<file path="config.mk">
export PLATFORM = sky130hd
export DESIGN_NAME = sprite_compositor_flat
export DESIGN_NICKNAME = d
export VERILOG_FILES = /design/src/rtl/sprite_compositor_if.sv /design/src/rtl/sprite_compositor.sv /design/src/flat_wrapper.sv
export SDC_FILE = /design/constraint.sdc
export NUM_CORES = 1
export LEC_CHECK = 0
export BUFFER_PORTS_ARGS = -buffer_cell sky130_fd_sc_hd__buf_2
export CORE_MARGIN = 2
export CORE_UTILIZATION = 50
export DETAILED_ROUTE_END_ITERATION = 12
export PLACE_DENSITY = 0.89
export SYNTH_ARGS = -nofsm -noshare
export SYNTH_HDL_FRONTEND = slang
export SYNTH_SLANG_ARGS = --single-unit
</file>
<file path="constraint.sdc">
create_clock -name clk -period 14.97 [get_ports clk]
set_input_delay 2.994 -clock clk [delete_from_list [all_inputs] [get_ports clk]]
set_output_delay 2.994 -clock clk [all_outputs]
set_load 0.02 [all_outputs]
</file>
<file path="src/rtl/sprite_compositor_if.sv">
// Sprite ROM bus: per-sprite read addresses out of the compositor and
// palette-resolved colours back, one cycle later.
interface sprite_compositor_if #(
  parameter int NUM_SPRITES = 4,
  parameter int COLOR_BITS  = 12,
  parameter int ADDR_BITS   = 12
);
  logic [ADDR_BITS*NUM_SPRITES-1:0]  spriteAddr;
  logic [COLOR_BITS*NUM_SPRITES-1:0] spriteColor;

  modport master (output spriteAddr, input spriteColor);
  modport slave  (input spriteAddr, output spriteColor);
endinterface

</file>
<file path="src/rtl/sprite_compositor.sv">
// Three-stage sprite compositor: hit test + ROM addressing, transparency and
// fixed-priority resolve, registered colour out, plus per-frame collision report.
module sprite_compositor #(
  parameter int                    NUM_SPRITES = 4,
  parameter int                    SPRITE_SIZE = 64,
  parameter int                    COLOR_BITS  = 12,
  parameter logic [COLOR_BITS-1:0] TRANSPARENT = 12'hF0F,
  parameter int                    ADDR_BITS   = $clog2(SPRITE_SIZE*SPRITE_SIZE)
) (
  input  logic                          clk,
  input  logic                          reset,
  input  logic                          screenEnd,
  input  logic                          active,
  input  logic                          hSync,
  input  logic                          vSync,
  input  logic [9:0]                    x,
  input  logic [8:0]                    y,
  input  logic [32*NUM_SPRITES-1:0]     spritePos,
  sprite_compositor_if.master           rom,
  input  logic [COLOR_BITS-1:0]         bgColor,
  output logic [COLOR_BITS-1:0]         colorOut,
  output logic                          activeOut,
  output logic                          hSyncOut,
  output logic                          vSyncOut,
  output logic [NUM_SPRITES-1:0]        collisionMask,
  output logic [15:0]                   frameCount
);

  localparam int         SB   = $clog2(SPRITE_SIZE);
  localparam logic [10:0] SZ_X = 11'(SPRITE_SIZE);
  localparam logic [9:0]  SZ_Y = 10'(SPRITE_SIZE);

  logic [32*NUM_SPRITES-1:0]        shadow_q;
  logic [NUM_SPRITES-1:0]           inside_d, inside_p1_q, inside_p2_q;
  logic [ADDR_BITS*NUM_SPRITES-1:0] addr_d, addr_p1_q;
  logic                             act_p1_q, hs_p1_q, vs_p1_q;
  logic                             act_p2_q, hs_p2_q, vs_p2_q;
  logic [COLOR_BITS-1:0]            color_d, color_p3_q;
  logic                             act_p3_q, hs_p3_q, vs_p3_q;
  logic [NUM_SPRITES-1:0]           opaque, opaque_less1, contrib;
  logic [NUM_SPRITES-1:0]           coll_work_d, coll_work_q, coll_mask_d, coll_mask_q;
  logic [15:0]                      frame_cnt_d, frame_cnt_q;

  // Positions only change at the frame boundary so a frame never tears.
  always_ff @(posedge clk or posedge reset) begin
    if (reset) shadow_q <= '0;
    else if (screenEnd) shadow_q <= spritePos;
  end

  for (genvar g = 0; g < NUM_SPRITES; g++) begin : g_hit
    logic [9:0]  sx, dx;
    logic [8:0]  sy, dy;
    logic [10:0] x_end;
    logic [9:0]  y_end;
    logic        en;
    logic        unused_bits;

    assign sx    = shadow_q[32*g+22 +: 10];
    assign sy    = shadow_q[32*g+13 +: 9];
    assign en    = shadow_q[32*g];
    // One bit wider so a sprite near the right/bottom edge does not wrap to 0.
    assign x_end = {1'b0, sx} + SZ_X;
    assign y_end = {1'b0, sy} + SZ_Y;
    assign dx    = x - sx;
    assign dy    = y - sy;
    assign inside_d[g] = en && (x >= sx) && ({1'b0, x} < x_end)
                            && (y >= sy) && ({1'b0, y} < y_end);
    assign addr_d[ADDR_BITS*g +: ADDR_BITS] = {dy[SB-1:0], dx[SB-1:0]};
    assign unused_bits = ^{shadow_q[32*g+1 +: 12], dx[9:SB], dy[8:SB]};
  end

  // Stage 1: hit flags, ROM addresses, timing signals
  always_ff @(posedge clk or posedge reset) begin
    if (reset) begin
      inside_p1_q <= '0;
      addr_p1_q   <= '0;
      act_p1_q    <= 1'b0;
      hs_p1_q     <= 1'b0;
      vs_p1_q     <= 1'b0;
    end else begin
      inside_p1_q <= inside_d;
      addr_p1_q   <= addr_d;
      act_p1_q    <= active;
      hs_p1_q     <= hSync;
      vs_p1_q     <= vSync;
    end
  end

  assign rom.spriteAddr = addr_p1_q;

  // Stage 2: align with the ROM's one-cycle read latency
  always_ff @(posedge clk or posedge reset) begin
    if (reset) begin
      inside_p2_q <= '0;
      act_p2_q    <= 1'b0;
      hs_p2_q     <= 1'b0;
      vs_p2_q     <= 1'b0;
    end else begin
      inside_p2_q <= inside_p1_q;
      act_p2_q    <= act_p1_q;
      hs_p2_q     <= hs_p1_q;
      vs_p2_q     <= vs_p1_q;
    end
  end

  // Walk from lowest to highest priority so sprite 0 is written last and wins.
  always_comb begin
    opaque  = '0;
    color_d = bgColor;
    for (int i = NUM_SPRITES - 1; i >= 0; i--) begin
      opaque[i] = inside_p2_q[i] &&
                  (rom.spriteColor[COLOR_BITS*i +: COLOR_BITS] != TRANSPARENT);
      if (opaque[i]) color_d = rom.spriteColor[COLOR_BITS*i +: COLOR_BITS];
    end
    if (!act_p2_q) color_d = '0;
  end

  // Clearing the lowest set bit leaves something only when two or more are set.
  assign opaque_less1 = opaque - NUM_SPRITES'(1);
  assign contrib      = (act_p2_q && |(opaque & opaque_less1)) ? opaque : '0;

  always_comb begin
    coll_work_d = coll_work_q | contrib;
    coll_mask_d = coll_mask_q;
    frame_cnt_d = frame_cnt_q;
    if (screenEnd) begin
      coll_mask_d = coll_work_q | contrib;
      coll_work_d = '0;
      frame_cnt_d = frame_cnt_q + 16'd1;
    end
  end

  always_ff @(posedge clk or posedge reset) begin
    if (reset) begin
      coll_work_q <= '0;
      coll_mask_q <= '0;
      frame_cnt_q <= '0;
    end else begin
      coll_work_q <= coll_work_d;
      coll_mask_q <= coll_mask_d;
      frame_cnt_q <= frame_cnt_d;
    end
  end

  // Stage 3: registered outputs
  always_ff @(posedge clk or posedge reset) begin
    if (reset) begin
      color_p3_q <= '0;
      act_p3_q   <= 1'b0;
      hs_p3_q    <= 1'b0;
      vs_p3_q    <= 1'b0;
    end else begin
      color_p3_q <= color_d;
      act_p3_q   <= act_p2_q;
      hs_p3_q    <= hs_p2_q;
      vs_p3_q    <= vs_p2_q;
    end
  end

  assign colorOut      = color_p3_q;
  assign activeOut     = act_p3_q;
  assign hSyncOut      = hs_p3_q;
  assign vSyncOut      = vs_p3_q;
  assign collisionMask = coll_mask_q;
  assign frameCount    = frame_cnt_q;

endmodule

</file>
<file path="src/flat_wrapper.sv">
// flat-port wrapper written by rule: the top's interface ports become plain ports
module sprite_compositor_flat 
#(
  parameter int                    NUM_SPRITES = 4,
  parameter int                    SPRITE_SIZE = 64,
  parameter int                    COLOR_BITS  = 12,
  parameter logic [COLOR_BITS-1:0] TRANSPARENT = 12'hF0F,
  parameter int                    ADDR_BITS   = $clog2(SPRITE_SIZE*SPRITE_SIZE)
)
  (clk, reset, screenEnd, active, hSync, vSync, x, y, spritePos, bgColor, colorOut, activeOut, hSyncOut, vSyncOut, collisionMask, frameCount, rom_spriteAddr, rom_spriteColor);
  sprite_compositor_if #(.NUM_SPRITES(NUM_SPRITES), .COLOR_BITS(COLOR_BITS), .ADDR_BITS(ADDR_BITS)) rom_i ();
  input  logic clk;
  input  logic reset;
  input  logic screenEnd;
  input  logic active;
  input  logic hSync;
  input  logic vSync;
  input  logic [9:0] x;
  input  logic [8:0] y;
  input  logic [32*NUM_SPRITES-1:0] spritePos;
  input  logic [COLOR_BITS-1:0] bgColor;
  output logic [COLOR_BITS-1:0] colorOut;
  output logic activeOut;
  output logic hSyncOut;
  output logic vSyncOut;
  output logic [NUM_SPRITES-1:0] collisionMask;
  output logic [15:0] frameCount;
  output wire logic [$bits(rom_i.spriteAddr)-1:0] rom_spriteAddr;
  input wire logic [$bits(rom_i.spriteColor)-1:0] rom_spriteColor;
  assign rom_spriteAddr = rom_i.spriteAddr;
  assign rom_i.spriteColor = rom_spriteColor;
  sprite_compositor #(.NUM_SPRITES(NUM_SPRITES), .SPRITE_SIZE(SPRITE_SIZE), .COLOR_BITS(COLOR_BITS), .TRANSPARENT(TRANSPARENT), .ADDR_BITS(ADDR_BITS)) u_core (.clk(clk), .reset(reset), .screenEnd(screenEnd), .active(active), .hSync(hSync), .vSync(vSync), .x(x), .y(y), .spritePos(spritePos), .rom(rom_i), .bgColor(bgColor), .colorOut(colorOut), .activeOut(activeOut), .hSyncOut(hSyncOut), .vSyncOut(vSyncOut), .collisionMask(collisionMask), .frameCount(frameCount));
endmodule
</file>
-- Word level (Yosys, flattened, before mapping)
Index checks and enable logic that the tools add are counted.
- flip-flop bits (word level): 229
- bits in latches: 0
- RAM bits: 0
- ROM bits: 0
- input bits: 213
- word-level logic and storage cells: 86
- memories kept: 0
- add/subtract/negate cells: 18
- $mul: 0
- divide/modulo/power cells: 0
- magnitude comparators: 16
- equal/unequal tests: 4
- shifts and indexed selects: 0
- muxes and demuxes: 7
- bitwise gates (word level): 2
- reductions and logical operators: 22
- operators by type and width (cell ; number):
    $mux W12 ; 5
    $ne A12 B12 Y1 const B ; 4
    $sub A6 B6 Y6 ; 8
    $add A10 B7 Y11 const B ; 4
    $lt A10 B11 Y1 ; 4
    $add A9 B7 Y10 const B ; 4
    $ge A10 B10 Y1 ; 4
    $lt A9 B10 Y1 ; 4
    $ge A9 B9 Y1 ; 4
    $logic_and A1 B1 Y1 ; 21
    $add A16 B1 Y16 const B ; 1
    $mux W4 ; 2
    $and A4 B4 Y4 ; 1
    $or A4 B4 Y4 ; 1
    $reduce_or A4 Y1 ; 1
    $sub A4 B1 Y4 const B ; 1

-- Depth between registers and ports, before layout
- depth in word-level cells: 9
- gate-level depth with buffers: 9
- depth with buffers taken out: 9

-- Worst setup path before layout
No wires, ideal clock.
- kind: input port to flip-flop
- start: in x[0]
- end: reg u_core.inside_p1_q[2]
- setup time: 0.087 ns
- data arrival time: 4.836 ns
- required time: 14.883 ns
- setup slack: 10.047 ns
- stages: 9
- buffers on the path: 0
- cell sequence: inv_1 ha_1 fa_1 and2b_1 o21ai_1 a311oi_1 a2111oi_0 or4_1 a211oi_2
- cells in the longest elaborated chain, start to end: 5
- RTL lines (what ; line ; text):
    from (decl) ; flat_wrapper.sv:18 ; input logic [9:0] x;
    $ge A10 B10 Y1 ; sprite_compositor.sv:66 ; assign inside_d[g] = en && (x >= sx) && ({1'b0, x} < x_end)
    $logic_and A1 B1 Y1 ; sprite_compositor.sv:66 ;
    $logic_and A1 B1 Y1 * ; sprite_compositor.sv:66 ;
    $logic_and A1 B1 Y1 * (2 in series) ; sprite_compositor.sv:67 ; && (y >= sy) && ({1'b0, y} < y_end);
    named net u_core.inside_d[2] ; sprite_compositor.sv:34 ; logic [NUM_SPRITES-1:0] inside_d, inside_p1_q, inside_p2_q;
    to (signal assigned) ; sprite_compositor.sv:81 ; inside_p1_q <= inside_d;
    to (decl) ; sprite_compositor.sv:34 ;
The timed path passes the listed nets; every way through them passes the cells marked *.
A chain may end at the register's enable or synchronous reset.

-- Worst setup path after layout
- start: in x[1]
- end: reg u_core.inside_p1_q[2]
The elaborated chain is that of the path after synthesis.

==> results.md <==
* Crit start category: input pin
* PnR worst setup slack at 10060 ps
* Most frequent cells in the layout: buf_2, dfrtp_1, ha_1, o21ai_0, inv_1
* CP required at 15320 ps
* Cell family with most CP delay: simple AND/OR/NAND/NOR gates
* MaxCap Viol Count at 0
* IO buf count at 247
* Boundary Pins at 296
* DP Worst Slack at 9630 ps
* # rows at 52
* Global route overflow at 0
* Ratio of cells with drive above 1 in the final layout at 23.5%
* Tmin final at 4910 ps
* Drt initial violations at 488
* Start of the worst register-to-register path: u_core.shadow_q[86]$_DFFE_PP0P_
* Fill cells at 1641
* Hold endpoint: u_core.vSyncOut$_DFF_PP0_
* Final setup vio count at 0
* CTS H-Tree Depth at 4
* HP Class: flip-flop to flip-flop
* Worst Path Max Fanout at 5
* Outcome: complete, no violations
* Die Footprint at 0.0215 mm^2
* CTS resizes at 0
* Yosys cell types at 57
* Total power at 0.00148 W
* Worst-path cell chain: buf_2 > inv_1 > fa_1 > and2b_1 > o21ai_1 > a311oi_1 > a2111oi_0 > or4_1 > a211oi_2
* Gpl congestion at 0.875
* Die height at 147 um
* Max IR drop VDD at 65.5 uV
* Nets at 1611
* CP max stage delay at 500 ps
* Clock buffer depth at 2
* Pin count of the biggest net entering global routing at 100
* Via count at 8693
* Worst Reg-to-Reg Cells at 8
* Tcrit/Tclk final at 32.8%
* Initial Util at 50.5%
* Global-route wire length before repair at 42.5 mm
* CTS root buf: clkbuf_16
* FF+latch area at 0.00453 mm^2
* Kind of critical path: input pin to flip-flop
* Tot GR Track Use at 25.1%
* WL per Instance at 17.2 um
* Syn Nets at 1368
* CTS tree: built
* RSZ-0062 raised after global routing: false
* Post-synth EDFFs at 0
* Post-DP HPWL at 20.2 mm
* Clock transition at path regs at 70 ps
* Number of global-route vias before repair at 8680
* Initial antenna violation count at 3
* Max frequency at 204 MHz
* Post-Synthesis Cells at 1034
* YS warnings at 0
* Crit. End Element: flip-flop
* TritonRoute pass-1 iters at 5
* Syn avg cell area at 9.82 um^2
* Placed cell count at 1528
* Hold Slack at 353 ps
* Clk_skew at 10.8 ps
* Critical Path AT at 5250 ps
* Slew @ Worst Pin at 1130 ps
* Setup TNS Final at 0 ps
* Die Span X at 147 um
* Slew HR at 24.1%
* Ys flop type: dfrtp_1
* CP bufs+invs at 2
* Worst path slowest cell: or4_1
* Antenna-violating nets left at 0
* Register area share after synthesis at 44.6%
* Reg2reg setup slack at 12500 ps
* Hold-fix buffers at CTS at 0
* Cts bufs inserted at 17
* Synthesized area at 0.0102 mm^2
* WHS Path Cells at 0
* Drt total wl at 26.8 mm
* Clock Latency Late Sink at 430 ps
* DRC viols at 0
* Worst Hold Launch: u_core.vs_p2_q$_DFF_PP0_
* Final hold viol count at 0
* Final instance count without filler cells at 1560
* Clk sink count at 181
* P per Cell Area at 120 mW/mm^2
* Routed vias/inst at 5.57
* Setup bufs post-CTS at 0
* Area occupied by multi-input gates at 0.00511 mm^2
* Max Slew Vio Count at 0
* Most common cell after layout, fill and taps aside: buf_2
* Post-synth ARST share at 100%
* Area growth syn-to-layout at 21.1%
* Leakage power at 6.19 nW
* Core Area at 0.0201 mm^2
* Seq cells post-synth at 181
* Reg2reg end: u_core.inside_p1_q[2]$_DFF_PP0_
==> final cells by class <==
| class | instances | area share [%] |
|---|---|---|
| Antenna cell | 1 | 0.0203 |
| Clock buffer | 19 | 3.60 |
| Clock inverter | 12 | 1.55 |
| Inverter | 111 | 3.43 |
| Multi-Input combinational cell | 715 | 41.5 |
| Sequential cell | 181 | 36.8 |
| Tap cell | 270 | 2.75 |
| Timing Repair Buffer | 251 | 10.3 |
==> logic make-up after synthesis <==
kind of cell    count (synthesis)  share of synthesized area [%]
flops                         181                           44.6
xor+xnor                       48                           4.14
buf+inv                       138                           5.16
fa+ha+maj                     121                           15.5
mux                            17                           1.88
simple gates                  259                           12.2
compound gates                270                           16.5
==> synth_stat cells, types with 13 or more instances <==
| cell | count | area, um^2 |
|---|---|---|
| a31oi_1 | 19 | 119 |
| nand4_1 | 14 | 87.6 |
| o21ai_0 | 112 | 561 |
| xnor2_1 | 41 | 359 |
| nor3_1 | 16 | 80.1 |
| nor2b_1 | 14 | 87.6 |
| mux2_2 | 13 | 146 |
| nor2_1 | 52 | 195 |
| clkbuf_1 | 22 | 82.6 |
| inv_1 | 111 | 417 |
| nand2_1 | 103 | 387 |
| dfrtp_1 | 181 | 4530 |
| nand3_1 | 22 | 110 |
| a21oi_1 | 39 | 195 |
| ha_1 | 113 | 1410 |
==> routing by layer <==
metal / global-route usage, % / routed length [um] / up-vias / part of all wire, %
met5: 0 / 32 / - / 0.12
met4: 8.83 / 699 / 4 / 2.6
met3: 5.28 / 1750 / 60 / 6.5
met2: 45.0 / 13400 / 363 / 50
met1: 29.9 / 10900 / 4164 / 41
li1: - / - / 4102 / -
==> metrics by stage <==
stage / instance area [um^2] / utilization, %
CTS: 12300 / 61.2
detailed placement: 11700 / 58.0
global route: 12300 / 61.2
global placement: 11700 / 58.0
finish: 12300 / 61.2
floorplan: 10200 / -
==> state kept, by name (all words and copies together) (netlist names), 4 cells and up <==
| name | cells |
|---|---|
| u_core.inside_p2_q | 4 |
| u_core.shadow_q | 80 |
| u_core.frameCount | 16 |
| u_core.inside_p1_q | 4 |
| u_core.collisionMask | 4 |
| u_core.colorOut | 12 |
| u_core.coll_work_q | 4 |
| u_core.rom.spriteAddr | 48 |
==> report_power, final <==
part | leakage (nW) | internal [W] | switching [W] | total (W)
clock | 0.308 | 0.000287 | 0.000199 | 0.000486
sequential | 2.21 | 0.000555 | 0.0000386 | 0.000594
combinational | 3.67 | 0.000157 | 0.000239 | 0.000396
total | 6.19 | 0.000999 | 0.000476 | 0.00148
==> worst max path at each step <==
stage          start                              end  slack, ps  depth (start not counted)
2_1_floorplan  reset        u_core.act_p1_q$_DFF_PP0_       7060                          1
3_3_place_gp    x[1]  u_core.inside_p1_q[2]$_DFF_PP0_       9640                          9
3_5_place_dp    x[1]  u_core.inside_p1_q[2]$_DFF_PP0_       9630                          9
4_1_cts         x[1]  u_core.inside_p1_q[2]$_DFF_PP0_      10070                          9
5_1_grt         x[1]  u_core.inside_p1_q[2]$_DFF_PP0_       9990                          9
6_report        x[1]  u_core.inside_p1_q[2]$_DFF_PP0_      10060                          9
Power figures use the tool's default switching activity.
